File: src/rtl/pulse_measure.sv
// Measures high width and rising-to-rising period of an asynchronous pulse train in clk cycles.
// Optional deglitch filter between synchronizer and edge detect: define PULSE_MEASURE_FILTER_EN.
module pulse_measure #(
  parameter int CNT_W       = 16,
  parameter int SYNC_STAGES = 2,
  parameter int GLITCH      = 2
) (
  input  logic             clk,
  input  logic             reset_n,
  input  logic             enable,
  input  logic             pulse_in,
  output logic [CNT_W-1:0] width,
  output logic [CNT_W-1:0] period,
  output logic             valid,
  output logic             overflow,
  output logic             idle
);

  typedef enum logic [1:0] {IDLE, HIGH, LOW} state_t;

  localparam logic [CNT_W-1:0] CNT_MAX = '1;
  localparam logic [CNT_W-1:0] CNT_ONE = CNT_W'(1);

  if (SYNC_STAGES < 2) begin : g_bad_sync
    $error("pulse_measure: SYNC_STAGES must be >= 2");
  end
  if (GLITCH < 1) begin : g_bad_glitch
    $error("pulse_measure: GLITCH must be >= 1");
  end

  logic [SYNC_STAGES-1:0] sync_q;
  logic                   s, lvl, prev_q, rise, fall;

  always_ff @(posedge clk or negedge reset_n) begin
    if (!reset_n) sync_q <= '0;
    else          sync_q <= {sync_q[SYNC_STAGES-2:0], pulse_in};
  end

  assign s = sync_q[SYNC_STAGES-1];

`ifdef PULSE_MEASURE_FILTER_EN
  localparam int GW = $clog2(GLITCH + 1);

  logic [GW-1:0] gcnt_q, gcnt_d;
  logic          f_q, f_d;

  // f follows s only after GLITCH consecutive cycles of disagreement
  always_comb begin
    gcnt_d = '0;
    f_d    = f_q;
    if (s != f_q) begin
      if (gcnt_q == GW'(GLITCH - 1)) f_d    = s;
      else                           gcnt_d = gcnt_q + 1'b1;
    end
  end

  always_ff @(posedge clk or negedge reset_n) begin
    if (!reset_n) begin
      gcnt_q <= '0;
      f_q    <= 1'b0;
    end else begin
      gcnt_q <= gcnt_d;
      f_q    <= f_d;
    end
  end

  assign lvl = f_q;
`else
  assign lvl = s;
`endif

  always_ff @(posedge clk or negedge reset_n) begin
    if (!reset_n) prev_q <= 1'b0;
    else          prev_q <= lvl;
  end

  assign rise = lvl & ~prev_q;
  assign fall = ~lvl & prev_q;

  state_t           state_q, state_d;
  logic [CNT_W-1:0] cnt_hi_q, cnt_hi_d, cnt_per_q, cnt_per_d, hi_lat_q, hi_lat_d;
  logic [CNT_W-1:0] width_q, width_d, period_q, period_d;
  logic             valid_q, valid_d, overflow_q, overflow_d;

  always_comb begin
    state_d    = state_q;
    cnt_hi_d   = cnt_hi_q;
    cnt_per_d  = cnt_per_q;
    hi_lat_d   = hi_lat_q;
    width_d    = width_q;
    period_d   = period_q;
    valid_d    = 1'b0;
    overflow_d = 1'b0;
    if (!enable) begin
      state_d   = IDLE;
      cnt_hi_d  = '0;
      cnt_per_d = '0;
      hi_lat_d  = '0;
    end else begin
      case (state_q)
        IDLE: begin
          if (rise) begin
            state_d   = HIGH;
            cnt_hi_d  = CNT_ONE;
            cnt_per_d = CNT_ONE;
          end
        end
        HIGH: begin
          // cnt_hi never exceeds cnt_per, so only the period counter is watched
          if (cnt_per_q == CNT_MAX) begin
            overflow_d = 1'b1;
            state_d    = IDLE;
            cnt_hi_d   = '0;
            cnt_per_d  = '0;
            hi_lat_d   = '0;
          end else if (fall) begin
            hi_lat_d  = cnt_hi_q;
            cnt_per_d = cnt_per_q + 1'b1;
            state_d   = LOW;
          end else begin
            cnt_hi_d  = cnt_hi_q + 1'b1;
            cnt_per_d = cnt_per_q + 1'b1;
          end
        end
        LOW: begin
          // a rise on the saturating cycle still completes the period
          if (rise) begin
            width_d   = hi_lat_q;
            period_d  = cnt_per_q;
            valid_d   = 1'b1;
            cnt_hi_d  = CNT_ONE;
            cnt_per_d = CNT_ONE;
            state_d   = HIGH;
          end else if (cnt_per_q == CNT_MAX) begin
            overflow_d = 1'b1;
            state_d    = IDLE;
            cnt_hi_d   = '0;
            cnt_per_d  = '0;
            hi_lat_d   = '0;
          end else begin
            cnt_per_d = cnt_per_q + 1'b1;
          end
        end
        default: begin
          state_d   = IDLE;
          cnt_hi_d  = '0;
          cnt_per_d = '0;
          hi_lat_d  = '0;
        end
      endcase
    end
  end

  always_ff @(posedge clk or negedge reset_n) begin
    if (!reset_n) begin
      state_q    <= IDLE;
      cnt_hi_q   <= '0;
      cnt_per_q  <= '0;
      hi_lat_q   <= '0;
      width_q    <= '0;
      period_q   <= '0;
      valid_q    <= 1'b0;
      overflow_q <= 1'b0;
    end else begin
      state_q    <= state_d;
      cnt_hi_q   <= cnt_hi_d;
      cnt_per_q  <= cnt_per_d;
      hi_lat_q   <= hi_lat_d;
      width_q    <= width_d;
      period_q   <= period_d;
      valid_q    <= valid_d;
      overflow_q <= overflow_d;
    end
  end

  assign width    = width_q;
  assign period   = period_q;
  assign valid    = valid_q;
  assign overflow = overflow_q;
  assign idle     = (state_q == IDLE);

endmodule
File: config.mk
export PLATFORM = sky130hd
export DESIGN_NAME = pulse_measure
export DESIGN_NICKNAME = d
export VERILOG_FILES = /design/src/rtl/pulse_measure.sv
export SDC_FILE = /design/constraint.sdc
export NUM_CORES = 1
export LEC_CHECK = 0
export BUFFER_PORTS_ARGS = -buffer_cell sky130_fd_sc_hd__buf_2
export CAP_MARGIN = 20
export CORE_MARGIN = 1.5
export CORE_UTILIZATION = 41
export CTS_CLUSTER_DIAMETER = 30
export DETAILED_ROUTE_END_ITERATION = 6
export SYNTH_ARGS = -nofsm -noshare
export SYNTH_HDL_FRONTEND = slang
export SYNTH_SLANG_ARGS = --single-unit
File: constraint.sdc
create_clock -name clk -period 2.69 [get_ports clk]
set_clock_uncertainty 0.1 [all_clocks]
set_input_delay 0.4035 -clock clk [delete_from_list [all_inputs] [get_ports clk]]
set_output_delay 0.4035 -clock clk [all_outputs]
set_load 0.03 [all_outputs]
==> flow_metrics.py <==
metrics = {
    "critical_path": {
        "crit_type": "flop to flop",
        "worstSetupStartpointType": "flop",
        "regToRegStartpoint": "state_q[1]$_DFFE_PN0P_",
        "crit_end": "cnt_hi_q[13]$_DFFE_PN0P_",
        "crit_fanout": 14,
        "worstSetupStartpoint": "state_q[1]$_DFFE_PN0P_",
        "cp_data_arrival_time_ns": 2.60,
        "regToRegSetupSlack_ns": 0.28,
        "reg2regPathDepth": 8,
        "cp-end-kind": "flop",
        "rr_endpoint": "cnt_hi_q[13]$_DFFE_PN0P_",
        "crit_required_ns": 2.88,
    },
    "clocking": {
        "clock-root-buffer": "clkbuf_8",
        "clk_path_buf_depth": 2,
        "clk_latency_ns": 0.36,
        "cts_made_buffers": 9,
        "cts_num_sinks": 87,
        "path_clk_slew_ns": 0.08,
        "cts_tree": "yes",
        "cts_htree_levels": 3,
        "postCtsSetupBuffers": 0,
    },
    "sta": {
        "fin_crit_sh": 0.8943,
        "fmax_mhz": 415.7,
        "rsz0062_at_grt": "false",
        "slew_violations": 0,
        "setup_violations": 0,
        "finalSetupTns_ns": 0,
        "finalHoldViolCount": 0,
        "relSlewSlack": 0.5373,
        "fin_ws_ns": 0.2845,
        "tightest_slew_ns": 0.6940,
        "fin_crit_ns": 2.406,
    },
    "layout": {
        "final_common_cell": "dfrtp_1",
        "diodes": 0,
        "final_cell_mix": "87 x dfrtp_1, 37 x buf_2, 31 x mux2_2",
        "drive_above_1_share": 0.2605,
        "area_growth_pct": 15.97,
        "fill_cells": 857,
        "layout.nets": 408,
    },
    "die": {
        "rows": 35,
        "die_y_um": 100.3,
        "dieArea_um2": 10070,
        "ios": 39,
        "dieWidth_um": 100.3,
        "initial_core_util": 0.4224,
        "core_um2": 9196,
    },
    "synth": {
        "syn_area_um2": 3885,
        "synth.distinct_cells": 43,
        "ys_seq_elements": 87,
        "avgSynthCellArea_um2": 11.26,
        "yosysWarnings": 0,
        "yosysSeqAreaShare": 0.5604,
        "synth_nets": 355,
        "syn-instance-count": 345,
    },
    "placement": {
        "pre_cts_slack_ns": 0.06482,
        "gp_congestion": 0.8989,
        "hpwl_um": 5615,
        "numPortBuffers": 38,
    },
    "detailed_routing": {
        "ant_nets": 0,
        "dr.pass1.iters": 4,
        "drc": 0,
        "vias": 2855,
        "wl_per_cell_um": 15.73,
        "finalWirelength_um": 8085,
        "drt-initial-drc-count": 196,
        "vias_per_cell": 5.554,
    },
    "grt": {
        "grt_use_met3": 0.03343,
        "grt_pass1_wl_um": 13950,
        "grt_pass1_vias": 2861,
        "antenna_found_initial": 0,
        "overflow": 0,
        "grt_max_degree": 50,
        "met2_usage": 0.2967,
        "grt-busiest-layer": "met2",
        "use_met1": 0.2299,
        "track_usage": 0.1784,
    },
    "pwr": {
        "p_leak_nw": 2.186,
        "p_sw_frac": 0.3046,
        "power_frac_clock": 0.313,
        "pwr-share-comb": 0.200,
        "p_seq_frac": 0.487,
        "p_int_w": 0.001973,
        "ir_drop_v": 0.0002680,
        "power_density_nw_per_um2": 629.8,
        "power.switching_w": 0.0008645,
    },
    "min_path": {
        "hp-class": "primary input to flop",
    },
    "run": {
        "max-cap-violations": 0,
    },
    "outcome": {
        "status": "finished clean",
    },
}
-- critical path, stage by stage, from the launching register on --
cell,delay (ns)
dfrtp_1,0.40
inv_1,0.08
ha_1,0.25
nor2b_1,0.16
o31ai_1,0.41
nand3b_1,0.13
buf_4,0.21
or4_1,0.51
nand3_1,0.10
-- sequential cells by signal, summed over array words and instances (netlist names) --
signal,cells
cnt_hi_q,16
cnt_per_q,16
hi_lat_q,16
overflow,1
period,16
prev_q,1
state_q,2
sync_q,2
valid,1
width,16
-- cells by family (layout without fill, tap and decap cells) --
family / count (synthesis) / count (layout) / synth area share
flip-flops: 87 / 87 / 0.5604
AO/OA/AOI/OAI: 71 / 71 / 0.1230
multiplexers: 31 / 31 / 0.08985
XOR/XNOR: 9 / 9 / 0.02029
adder cells (fa/ha/maj): 6 / 6 / 0.01932
buffers and inverters: 27 / 85 / 0.02770
AND/OR/NAND/NOR: 114 / 114 / 0.1594
-- stage by stage --
stage	std cells	area, um2	util	hold WS, ns	power (W)
floorplan	345	3885	-	0.007909	0.001753
global placement	497	4294	0.4669	0.2427	0.001950
detailed placement	497	4294	0.4669	0.2364	0.001965
CTS	514	4494	0.4887	0.04104	0.002856
global route	514	4506	0.4899	0.03912	0.003000
finish	514	4506	0.4899	0.05350	0.002838
-- worst min path at each step --
stage / slack (ns) / start / to / depth (start not counted)
3_3_place_gp: 0.24 / sync_q[0]$_DFF_PN0_ / sync_q[1]$_DFF_PN0_ / 0
5_1_grt: 0.04 / pulse_in / sync_q[0]$_DFF_PN0_ / 1
4_1_cts: 0.04 / pulse_in / sync_q[0]$_DFF_PN0_ / 1
3_5_place_dp: 0.24 / sync_q[0]$_DFF_PN0_ / sync_q[1]$_DFF_PN0_ / 0
2_1_floorplan: 0.008 / reset_n / cnt_hi_q[0]$_DFFE_PN0P_ / 0
6_report: 0.05 / pulse_in / sync_q[0]$_DFF_PN0_ / 1
-- Yosys cell counts (all sizes together) --
master | number | area share
dfrtp | 87 | 0.56
mux2 | 31 | 0.090
nand2 | 24 | 0.023
o21ai | 23 | 0.030
nor2 | 22 | 0.022
a22o | 17 | 0.038
nand3 | 16 | 0.021
a21oi | 14 | 0.018
inv | 14 | 0.014
or3 | 9 | 0.014
nor3 | 8 | 0.010
buf | 7 | 0.0084
nand4 | 7 | 0.014
clkbuf | 6 | 0.0058
ha | 6 | 0.019
o31ai | 5 | 0.0097
or4 | 5 | 0.0097
xor2 | 5 | 0.011
and3 | 4 | 0.0064
nand2b | 4 | 0.0064
nor4 | 4 | 0.010
xnor2 | 4 | 0.0090
nor2b | 3 | 0.0048
o41ai | 3 | 0.0068
nand3b | 2 | 0.0039
nor4b | 2 | 0.0045
a211oi | 1 | 0.0019
a21o | 1 | 0.0019
a221oi | 1 | 0.0039
a311o | 1 | 0.0026
a311oi | 1 | 0.0023
and4 | 1 | 0.0023
and4b | 1 | 0.0026
nor3b | 1 | 0.0019
o211ai | 1 | 0.0019
o21a | 1 | 0.0019
o21bai | 1 | 0.0019
o32ai | 1 | 0.0023
or2 | 1 | 0.0016
-- routing by layer --
metal / wire [um] / share of wire
met5: 0 / 0
met4: 122 / 0.015
met3: 229 / 0.028
met2: 4022 / 0.50
met1: 3710 / 0.46
-- power groups by stage --
stage	registers [W]	logic (W)	clock network [W]
floorplan	0.00141	0.000341	0
global placement	0.00140	0.000545	0
detailed placement	0.00141	0.000558	0
CTS	0.00138	0.000561	0.000915
global route	0.00139	0.000632	0.000979
finish	0.00138	0.000568	0.000888
-- final cells by class --
| type | instances | area (um2) | share of cell area |
|---|---|---|---|
| Sequential cell | 87 | 2177 | 0.4832 |
| Multi-Input combinational cell | 231 | 1612 | 0.3577 |
| Timing Repair Buffer | 55 | 335.3 | 0.07442 |
| Tap cell | 111 | 138.9 | 0.03082 |
| Clock buffer | 11 | 131.4 | 0.02916 |
| Clock inverter | 5 | 58.81 | 0.01305 |
| Inverter | 14 | 52.55 | 0.01166 |
-- what timing repair did --
action | CTS | global route
resized for setup | 0 | 1
endpoints found under the setup margin | 0 | 8
hold buffers | 1 | 0
hold endpoints to repair | 38 | 0
No activity file was read; power rests on OpenSTA's default activity.
